File: src/rtl/if_id_fetch_queue_pkg.sv
// Shared front-end definitions used by fetch, the IF/ID queue and decode.
//   IF_WORD        : PC / instruction width
//   IF_EXCP_W      : fetch exception code width (0 = no exception)
//   IF_PC_RST_VAL  : PC shown to decode when nothing is queued or in reset
//   IF_NOP_INST    : instruction shown to decode when nothing is queued
//   EXCP_*         : fetch exception codes carried alongside each entry
package if_id_fetch_queue_pkg;

    localparam int IF_WORD   = 32;
    localparam int IF_EXCP_W = 6;

    localparam logic [IF_WORD-1:0] IF_PC_RST_VAL = 32'h1c00_0000;
    // andi r0, r0, 0
    localparam logic [IF_WORD-1:0] IF_NOP_INST   = 32'h0340_0000;

    localparam logic [IF_EXCP_W-1:0] EXCP_NONE = 6'h00;
    localparam logic [IF_EXCP_W-1:0] EXCP_PIF  = 6'h03;
    localparam logic [IF_EXCP_W-1:0] EXCP_PPI  = 6'h07;
    localparam logic [IF_EXCP_W-1:0] EXCP_ADEF = 6'h08;
    localparam logic [IF_EXCP_W-1:0] EXCP_TLBR = 6'h3f;

endpackage

File: src/rtl/if_id_fetch_queue_sync_fifo_flushable.sv
// Generic synchronous FIFO with occupancy count and single-cycle clear.
//   clk, rst              : clock, synchronous active-high reset
//   clear                 : drop all entries at the next edge; blocks push/pop
//   push_valid/ready/data : write side handshake
//   pop_valid/ready/data  : read side handshake, pop_data is the head entry
//   count                 : number of stored entries
// push_ready is full-based only; a pop in the same cycle does not free a slot
// for a push, so there is no combinational path from pop_ready to push_ready.
// DEPTH must be a power of two so the pointers wrap without extra logic.
module sync_fifo_flushable #(
    parameter int WIDTH = 8,
    parameter int DEPTH = 4,
    localparam int PTR_W = $clog2(DEPTH),
    localparam int CNT_W = $clog2(DEPTH + 1)
) (
    input  logic             clk,
    input  logic             rst,
    input  logic             clear,
    input  logic             push_valid,
    output logic             push_ready,
    input  logic [WIDTH-1:0] push_data,
    output logic             pop_valid,
    input  logic             pop_ready,
    output logic [WIDTH-1:0] pop_data,
    output logic [CNT_W-1:0] count
);

    logic [WIDTH-1:0] mem [DEPTH];
    logic [PTR_W-1:0] wr_ptr;
    logic [PTR_W-1:0] rd_ptr;
    logic             push;
    logic             pop;

    assign push_ready = (count != CNT_W'(DEPTH));
    assign pop_valid  = (count != '0);
    assign push       = push_valid & push_ready & ~clear;
    assign pop        = pop_valid & pop_ready & ~clear;
    assign pop_data   = mem[rd_ptr];

    // Storage is never reset; the owner masks the head when count is zero.
    always_ff @(posedge clk) begin
        if (push) begin
            mem[wr_ptr] <= push_data;
        end
    end

    always_ff @(posedge clk) begin
        if (rst || clear) begin
            wr_ptr <= '0;
            rd_ptr <= '0;
            count  <= '0;
        end else begin
            if (push) begin
                wr_ptr <= wr_ptr + PTR_W'(1);
            end
            if (pop) begin
                rd_ptr <= rd_ptr + PTR_W'(1);
            end
            case ({push, pop})
                2'b10:   count <= count + CNT_W'(1);
                2'b01:   count <= count - CNT_W'(1);
                default: count <= count;
            endcase
        end
    end

endmodule

File: src/rtl/if_id_fetch_queue.sv
// IF/ID instruction queue between fetch and decode.
//   clk, rst          : clock, synchronous active-high reset
//   flush             : one bit per flush source; any bit empties the queue
//   in_valid/in_ready : fetch handshake; in_pc, in_inst, in_pred_taken,
//                       in_pred_target, in_excp form one entry
//   out_valid/out_ready : decode handshake; out_* present the head entry
//   count             : occupancy
// With the queue empty, decode sees a NOP at PC_RST_VAL with no prediction
// and no exception, so stale storage never leaks into decode. There is no
// fall-through: an entry pushed at one edge appears after that edge.
module if_id_fetch_queue
    import if_id_fetch_queue_pkg::*;
#(
    parameter int                WORD       = IF_WORD,
    parameter int                DEPTH      = 4,
    parameter int                FLUSH_SRC  = 3,
    parameter int                EXCP_W     = IF_EXCP_W,
    parameter logic [WORD-1:0]   PC_RST_VAL = IF_PC_RST_VAL,
    parameter logic [WORD-1:0]   NOP_INST   = IF_NOP_INST,
    localparam int               CNT_W      = $clog2(DEPTH + 1)
) (
    input  logic                 clk,
    input  logic                 rst,
    input  logic [FLUSH_SRC-1:0] flush,
    input  logic                 in_valid,
    output logic                 in_ready,
    input  logic [WORD-1:0]      in_pc,
    input  logic [WORD-1:0]      in_inst,
    input  logic                 in_pred_taken,
    input  logic [WORD-1:0]      in_pred_target,
    input  logic [EXCP_W-1:0]    in_excp,
    output logic                 out_valid,
    input  logic                 out_ready,
    output logic [WORD-1:0]      out_pc,
    output logic [WORD-1:0]      out_inst,
    output logic                 out_pred_taken,
    output logic [WORD-1:0]      out_pred_target,
    output logic [EXCP_W-1:0]    out_excp,
    output logic [CNT_W-1:0]     count
);

    localparam int ENTRY_W = 3 * WORD + 1 + EXCP_W;

    logic               flush_any;
    logic [ENTRY_W-1:0] wr_entry;
    logic [ENTRY_W-1:0] rd_entry;
    logic               head_valid;
    logic [WORD-1:0]    head_pc;
    logic [WORD-1:0]    head_inst;
    logic               head_pred_taken;
    logic [WORD-1:0]    head_pred_target;
    logic [EXCP_W-1:0]  head_excp;

    assign flush_any = |flush;
    assign wr_entry  = {in_pc, in_inst, in_pred_taken, in_pred_target, in_excp};

    sync_fifo_flushable #(
        .WIDTH (ENTRY_W),
        .DEPTH (DEPTH)
    ) u_fifo (
        .clk        (clk),
        .rst        (rst),
        .clear      (flush_any),
        .push_valid (in_valid),
        .push_ready (in_ready),
        .push_data  (wr_entry),
        .pop_valid  (head_valid),
        .pop_ready  (out_ready),
        .pop_data   (rd_entry),
        .count      (count)
    );

    assign {head_pc, head_inst, head_pred_taken, head_pred_target, head_excp} = rd_entry;

    always_comb begin
        out_valid       = head_valid;
        out_pc          = PC_RST_VAL;
        out_inst        = NOP_INST;
        out_pred_taken  = 1'b0;
        out_pred_target = '0;
        out_excp        = '0;
        if (head_valid) begin
            out_pc          = head_pc;
            out_inst        = head_inst;
            out_pred_taken  = head_pred_taken;
            out_pred_target = head_pred_target;
            out_excp        = head_excp;
        end
    end

endmodule

File: config.mk
export PLATFORM = sky130hd
export DESIGN_NAME = if_id_fetch_queue
export DESIGN_NICKNAME = d
export VERILOG_FILES = /design/src/rtl/if_id_fetch_queue_pkg.sv /design/src/rtl/if_id_fetch_queue_sync_fifo_flushable.sv /design/src/rtl/if_id_fetch_queue.sv
export SDC_FILE = /design/constraint.sdc
export NUM_CORES = 1
export LEC_CHECK = 0
export ABC_CLOCK_PERIOD_IN_PS = 6120
export CAP_MARGIN = 30
export CORE_ASPECT_RATIO = 1.4
export CORE_MARGIN = 2
export CORE_UTILIZATION = 55
export CTS_BUF_LIST = sky130_fd_sc_hd__clkbuf_16
export DETAILED_ROUTE_END_ITERATION = 10
export GPL_TIMING_DRIVEN = 0
export PLACE_DENSITY = 0.8
export SLEW_MARGIN = 20
export SYNTH_ARGS = -nofsm -noshare
export SYNTH_HDL_FRONTEND = slang
export SYNTH_SLANG_ARGS = --single-unit
File: constraint.sdc
create_clock -name clk -period 6.12 [get_ports clk]
set_clock_uncertainty 0.2 [all_clocks]
set_input_delay 0.612 -clock clk [delete_from_list [all_inputs] [get_ports clk]]
set_output_delay 0.612 -clock clk [all_outputs]
set_load 0.01 [all_outputs]
== After elaboration in Yosys (flattened, before gate mapping) ==
Memory sizes are Yosys's and may differ from the RTL's. A register that Yosys moved wholly into a read port is not among the register bits.
Index checks and enable logic that the tools add are counted.
Operators by class
  add/subtract/negate cells: 4
  equality and inequality tests: 3
  muxes and demuxes: 10
  bitwise logic cells: 5
  reductions and logical operators: 4
Operators with widths (count)
  32-bit 2-to-1 mux: 3
  6-bit 2-to-1 mux: 1
  3-bit one-hot mux with 2 select lines: 1
  2-bit by 1-bit adder with 2-bit output, second input constant: 2
  1-bit bitwise AND: 4
  2-bit 2-to-1 mux: 2
  3-bit by 1-bit adder with 3-bit output, second input constant: 1
  1-bit 2-to-1 mux: 3
  3-bit inequality test, second input constant: 1
  3-bit nonzero test: 1
  3-bit OR reduction: 1
  3-bit by 1-bit subtractor with 3-bit output, second input constant: 1
  2-bit by 1-bit == test with 1-bit output, second input constant: 1
  2-bit == test, second input constant: 1
  2-bit nonzero test: 1
  1-bit logical OR: 1
  1-bit NOT: 1
Storage, ports and cells
  register bits after elaboration: 7
  memory bits (writable): 412
  input bits: 110
  output and inout port bits: 108
  word-level logic and storage cells: 30
  memories: 1
Memories
  u_fifo.mem: words 4, width 103, rd ports 1, clocked after memory_dff 1, write ports 1, RTL line if_id_fetch_queue_sync_fifo_flushable.sv:28  | logic [WIDTH-1:0] mem [DEPTH];

== Longest topological paths before layout ==
  word-level depth: 5
  mapped depth: 9
  mapped depth without buffers: 9

== Cells and area by module ==
A second synthesis with hierarchy kept.
Second synthesis, totals
  cells, all modules: 708
  area total of the unflattened synthesis: 16168.0 um^2
Modules (own cells, without submodules)
  sync_fifo_flushable: times used 1, cells an instance 593, area each 15412.3 um^2, sequential area each 12552.0 um^2
  if_id_fetch_queue: times used 1, cells an instance 115, area each 755.7 um^2, sequential area each 0.0 um^2

== Worst setup path before layout ==
OpenSTA, ideal clock, no wires.
  path type: input to register
  from: input flush[1]
  to: memory u_fifo.mem[0][0] in the netlist's numbering, enable pin
  setup time: 0.474 ns
  arrival: 3.746 ns
  data required time: 5.446 ns
  setup slack: 1.700 ns
  stages: 3
  path buffers: 0
  cells stage by stage: or3_1 > nor3_1 > and2_1
Between the ends
  longest elaborated chain between the ends: 5
RTL lines
  start: declaration: RTL line if_id_fetch_queue.sv:24  | input logic [FLUSH_SRC-1:0] flush,
  3-bit OR reduction: RTL line if_id_fetch_queue.sv:54  | assign flush_any = |flush;
  1-bit NOT: RTL line if_id_fetch_queue_sync_fifo_flushable.sv:36  | assign push = push_valid & push_ready & ~clear;
  1-bit bitwise AND: RTL line if_id_fetch_queue_sync_fifo_flushable.sv:36
  1-bit 2-to-1 mux: RTL line if_id_fetch_queue_sync_fifo_flushable.sv:42  | if (push) begin
  1-bit 2-to-1 mux (not written as such): RTL line if_id_fetch_queue_sync_fifo_flushable.sv:43  | mem[wr_ptr] <= push_data;
  end: declaration: RTL line if_id_fetch_queue_sync_fifo_flushable.sv:28
Every way passes these cells.

== Worst setup path in the final report ==
  from: register u_fifo.count[0]
  to: output out_pc[3]
Between the ends
  longest elaborated chain between the ends: 2
RTL lines
  start: declaration: RTL line if_id_fetch_queue_sync_fifo_flushable.sv:25  | output logic [CNT_W-1:0] count
  start signal: assignment: RTL line if_id_fetch_queue_sync_fifo_flushable.sv:60  | 2'b10: count <= count + CNT_W'(1);
  start signal: assignment: RTL line if_id_fetch_queue_sync_fifo_flushable.sv:61  | 2'b01: count <= count - CNT_W'(1);
  start signal: assignment: RTL line if_id_fetch_queue_sync_fifo_flushable.sv:62  | default: count <= count;
  3-bit nonzero test: RTL line if_id_fetch_queue_sync_fifo_flushable.sv:35  | assign pop_valid = (count != '0);
  32-bit 2-to-1 mux: RTL line if_id_fetch_queue.sv:82  | if (head_valid) begin
  end: declaration: RTL line if_id_fetch_queue.sv:34  | output logic [WORD-1:0] out_pc,
Every way passes these cells.

==> results.json <==
{
  "status": "complete, no violations",
  "final_util_pct": 69.2,
  "cts_max_path_buffers": 3,
  "cp-end-kind": "output port",
  "dr.pass1.iters": 5,
  "fillCellCount": 1809,
  "p_per_area_nw_per_um2": 278,
  "die_h_um": 206,
  "remaining_drc_errors": 0,
  "cts_hold_buf": 0,
  "fmax_mhz": 261,
  "die_w_um": 148,
  "clk_pin_slew_ns": 0.06,
  "cp.required_ns": 5.31,
  "layout_min_cycle_time_ns": 3.83,
  "cp_max_fo": 10,
  "hold_viol_final": 0,
  "syn_area_um2": 16000,
  "grt_max_degree": 47,
  "p_switching_mw": 1.03,
  "initial_utilization_pct": 55.4,
  "drt-vias-per-instance": 5.61,
  "cp-start-kind": "flop",
  "synth_seq_cells": 421,
  "synth_area_per_cell_um2": 22.6,
  "relSlewSlack_pct": 46.1,
  "p_sw_share_pct": 18.5,
  "multiInputGateArea_um2": 3250,
  "clkPwrFrac_pct": 40.6,
  "hp-start": "u_fifo.rd_ptr[1]$_SDFFE_PP0P_",
  "grt_first_pass_wirelength_mm": 47.5,
  "synthesis.nets": 825,
  "tritoncts": "built",
  "p_leak_nw": 6.32,
  "fin_ws_ns": 2.29,
  "ys_seq_area_share_pct": 78.2,
  "peakVddDrop_uv": 256,
  "combPwrFrac_pct": 2.3,
  "insertion_delay_ns": 0.53,
  "finalSetupViolations": 0,
  "gp_congestion": 0.782,
  "grtUsageTotal_pct": 20.8,
  "ys.warnings.count": 0,
  "cts_root_buf": "clkbuf_16",
  "portBuffers": 217,
  "drive_above_1_share_pct": 18.7,
  "min_period_over_period_pct": 62.6,
  "nets": 1091,
  "seqPwrFrac_pct": 57.1,
  "fp.dieArea_um2": 30600,
  "hpwl_mm": 20.2,
  "cts_max_level": 2,
  "antenna_found_initial": 3,
  "gr-total-overflow": 0,
  "netlist_instances": 709,
  "seqCellArea_um2": 12600,
  "drv_cap": 0,
  "synthToLayoutAreaGrowth_pct": 25.1,
  "synth_cell_types": 27,
  "ios": 218,
  "slew_violations": 0,
  "antenna_left": 0,
  "routedWlPerCell_um": 22.6,
  "worstReg2RegStart": "u_fifo.count[0]$_SDFFE_PP0P_",
  "fin_tns_setup_ns": 0,
  "postCtsSetupRepairBufs": 0,
  "placementRows": 74,
  "post_cts_resized": 0,
  "wl_mm": 31.3,
  "stdcell_count": 1382,
  "arrival_ns": 3.02,
  "cp-startpoint": "u_fifo.count[0]$_SDFFE_PP0P_",
  "tightest_slew_ns": 0.809,
  "drt_iter0_drc": 413,
  "p_int_mw": 4.54,
  "vias": 7749,
  "coreArea_um2": 29000,
  "min_path_type": "flop to flop",
  "whs_ns": 0.299,
  "dp_slack_ns": 2.39,
  "dp_cells": 1314,
  "rsz0062_at_grt": "no",
  "path_class": "flop to output port",
  "grt_pass1_vias": 8292,
  "cts_made_buffers": 39,
  "cts.sinks": 421
}
-- path summary, 6_finish.rpt --
| path | end | slack, ns | cells after the start |
|---|---|---|---|
| max | out_pc[3] | 2.29 | 6 |
| max reg2reg | u_fifo.mem[1][28]$_DFFE_PP_ | 3.18 | 5 |
| min | u_fifo.rd_ptr[1]$_SDFFE_PP0P_ | 0.30 | 2 |
| min reg2reg | u_fifo.rd_ptr[1]$_SDFFE_PP0P_ | 0.30 | 2 |
-- power groups by stage --
| stage | clock network, mW | logic (mW) | registers [mW] |
|---|---|---|---|
| finish | 2.26 | 0.130 | 3.18 |
| global route | 2.42 | 0.140 | 3.18 |
| CTS | 2.32 | 0.130 | 3.18 |
| detailed placement | 0 | 0.130 | 3.24 |
| global placement | 0 | 0.120 | 3.24 |
| floorplan | 0 | 0.0212 | 3.24 |
-- worst max-delay path: stages (launching register included) --
cell and delay, ns:
dfxtp_1 0.49, nor3_4 0.12, inv_1 0.39, clkbuf_2 0.31
clkbuf_1 0.41, and2_1 0.23, clkdlybuf4s50_1 0.54
-- final cells by class --
cell class | instances | share of cell area [%]
sequential | 421 | 62.6
multi-input combinational | 245 | 16.2
timing repair buffer | 225 | 11.7
clock buffer | 41 | 5.11
tap | 380 | 2.37
buffer | 34 | 1.07
clock inverter | 26 | 0.804
inverter | 9 | 0.168
antenna | 1 | 0.0125
-- synth_stat cells --
library cell	instances	area [um^2]
edfxtp_1	412	12400
mux4_2	103	2320
and2_1	101	632
clkbuf_1	11	41.3
buf_2	9	45.0
dfxtp_1	9	180
inv_1	9	33.8
buf_6	8	90.1
nor2_1	6	22.5
or2_1	6	37.5
a21oi_1	5	25.0
ha_1	5	62.6
o21ai_0	4	20.0
buf_1	3	11.3
or3_1	3	18.8
xor2_1	3	26.3
nand3_1	2	10.0
buf_4	1	7.51
buf_8	1	15.0
clkbuf_2	1	5.00
fa_1	1	20.0
nand2_1	1	3.75
nor3_1	1	5.00
nor3_4	1	16.3
nor3b_1	1	7.51
o31ai_1	1	7.51
or2_2	1	6.26
-- routing by layer --
metal	share of wire, %	GRT usage, %
met4	2.6	6.50
met5	0.048	0
met1	37	25.5
met3	6.1	4.42
met2	54	37.3
-- metrics by stage --
stage / total power [mW] / area [um^2]
3_3_place_gp: 3.36 / 18700
2_1_floorplan: 3.27 / 16000
6_report: 5.57 / 20100
5_1_grt: 5.74 / 20100
4_1_cts: 5.63 / 20100
3_5_place_dp: 3.37 / 18900
-- cells by family (layout without fill, tap and decap cells) --
logic type      Yosys count  in the layout  share of synthesized area, %
flops                   421            421                          78.2
buf+inv                  43            335                          1.55
fa+ha+maj                 6              6                         0.515
xor+xnor                  3              3                         0.164
compound gates           10             10                         0.328
simple gates            123            123                          4.73
other cells               0              1                             0
mux                     103            103                          14.5
-- registers in the layout (all words and copies together), names as in the netlist, named ones only --
signal         count
u_fifo.wr_ptr      2
u_fifo.count       3
u_fifo.rd_ptr      2
u_fifo.mem       412
-- cells in the final DEF, fill, tap and decap left out, types with 2 or more instances in the layout --
| master | n |
|---|---|
| edfxtp_1 | 412 |
| clkdlybuf4s50_1 | 217 |
| mux4_2 | 103 |
| and2_1 | 97 |
| clkbuf_16 | 41 |
| inv_1 | 18 |
| clkbuf_1 | 11 |
| buf_2 | 9 |
| dfxtp_1 | 9 |
| buf_6 | 8 |
| clkinv_1 | 8 |
| nor2_1 | 6 |
| or2_1 | 6 |
| clkinv_2 | 6 |
| buf_12 | 6 |
| a21oi_1 | 5 |
| ha_1 | 5 |
| and2_4 | 4 |
| o21ai_0 | 4 |
| or3_1 | 3 |
| buf_1 | 3 |
| xor2_1 | 3 |
| nand3_1 | 2 |
| bufinv_16 | 2 |
| buf_16 | 2 |
No activity file was read; power rests on OpenSTA's default activity.
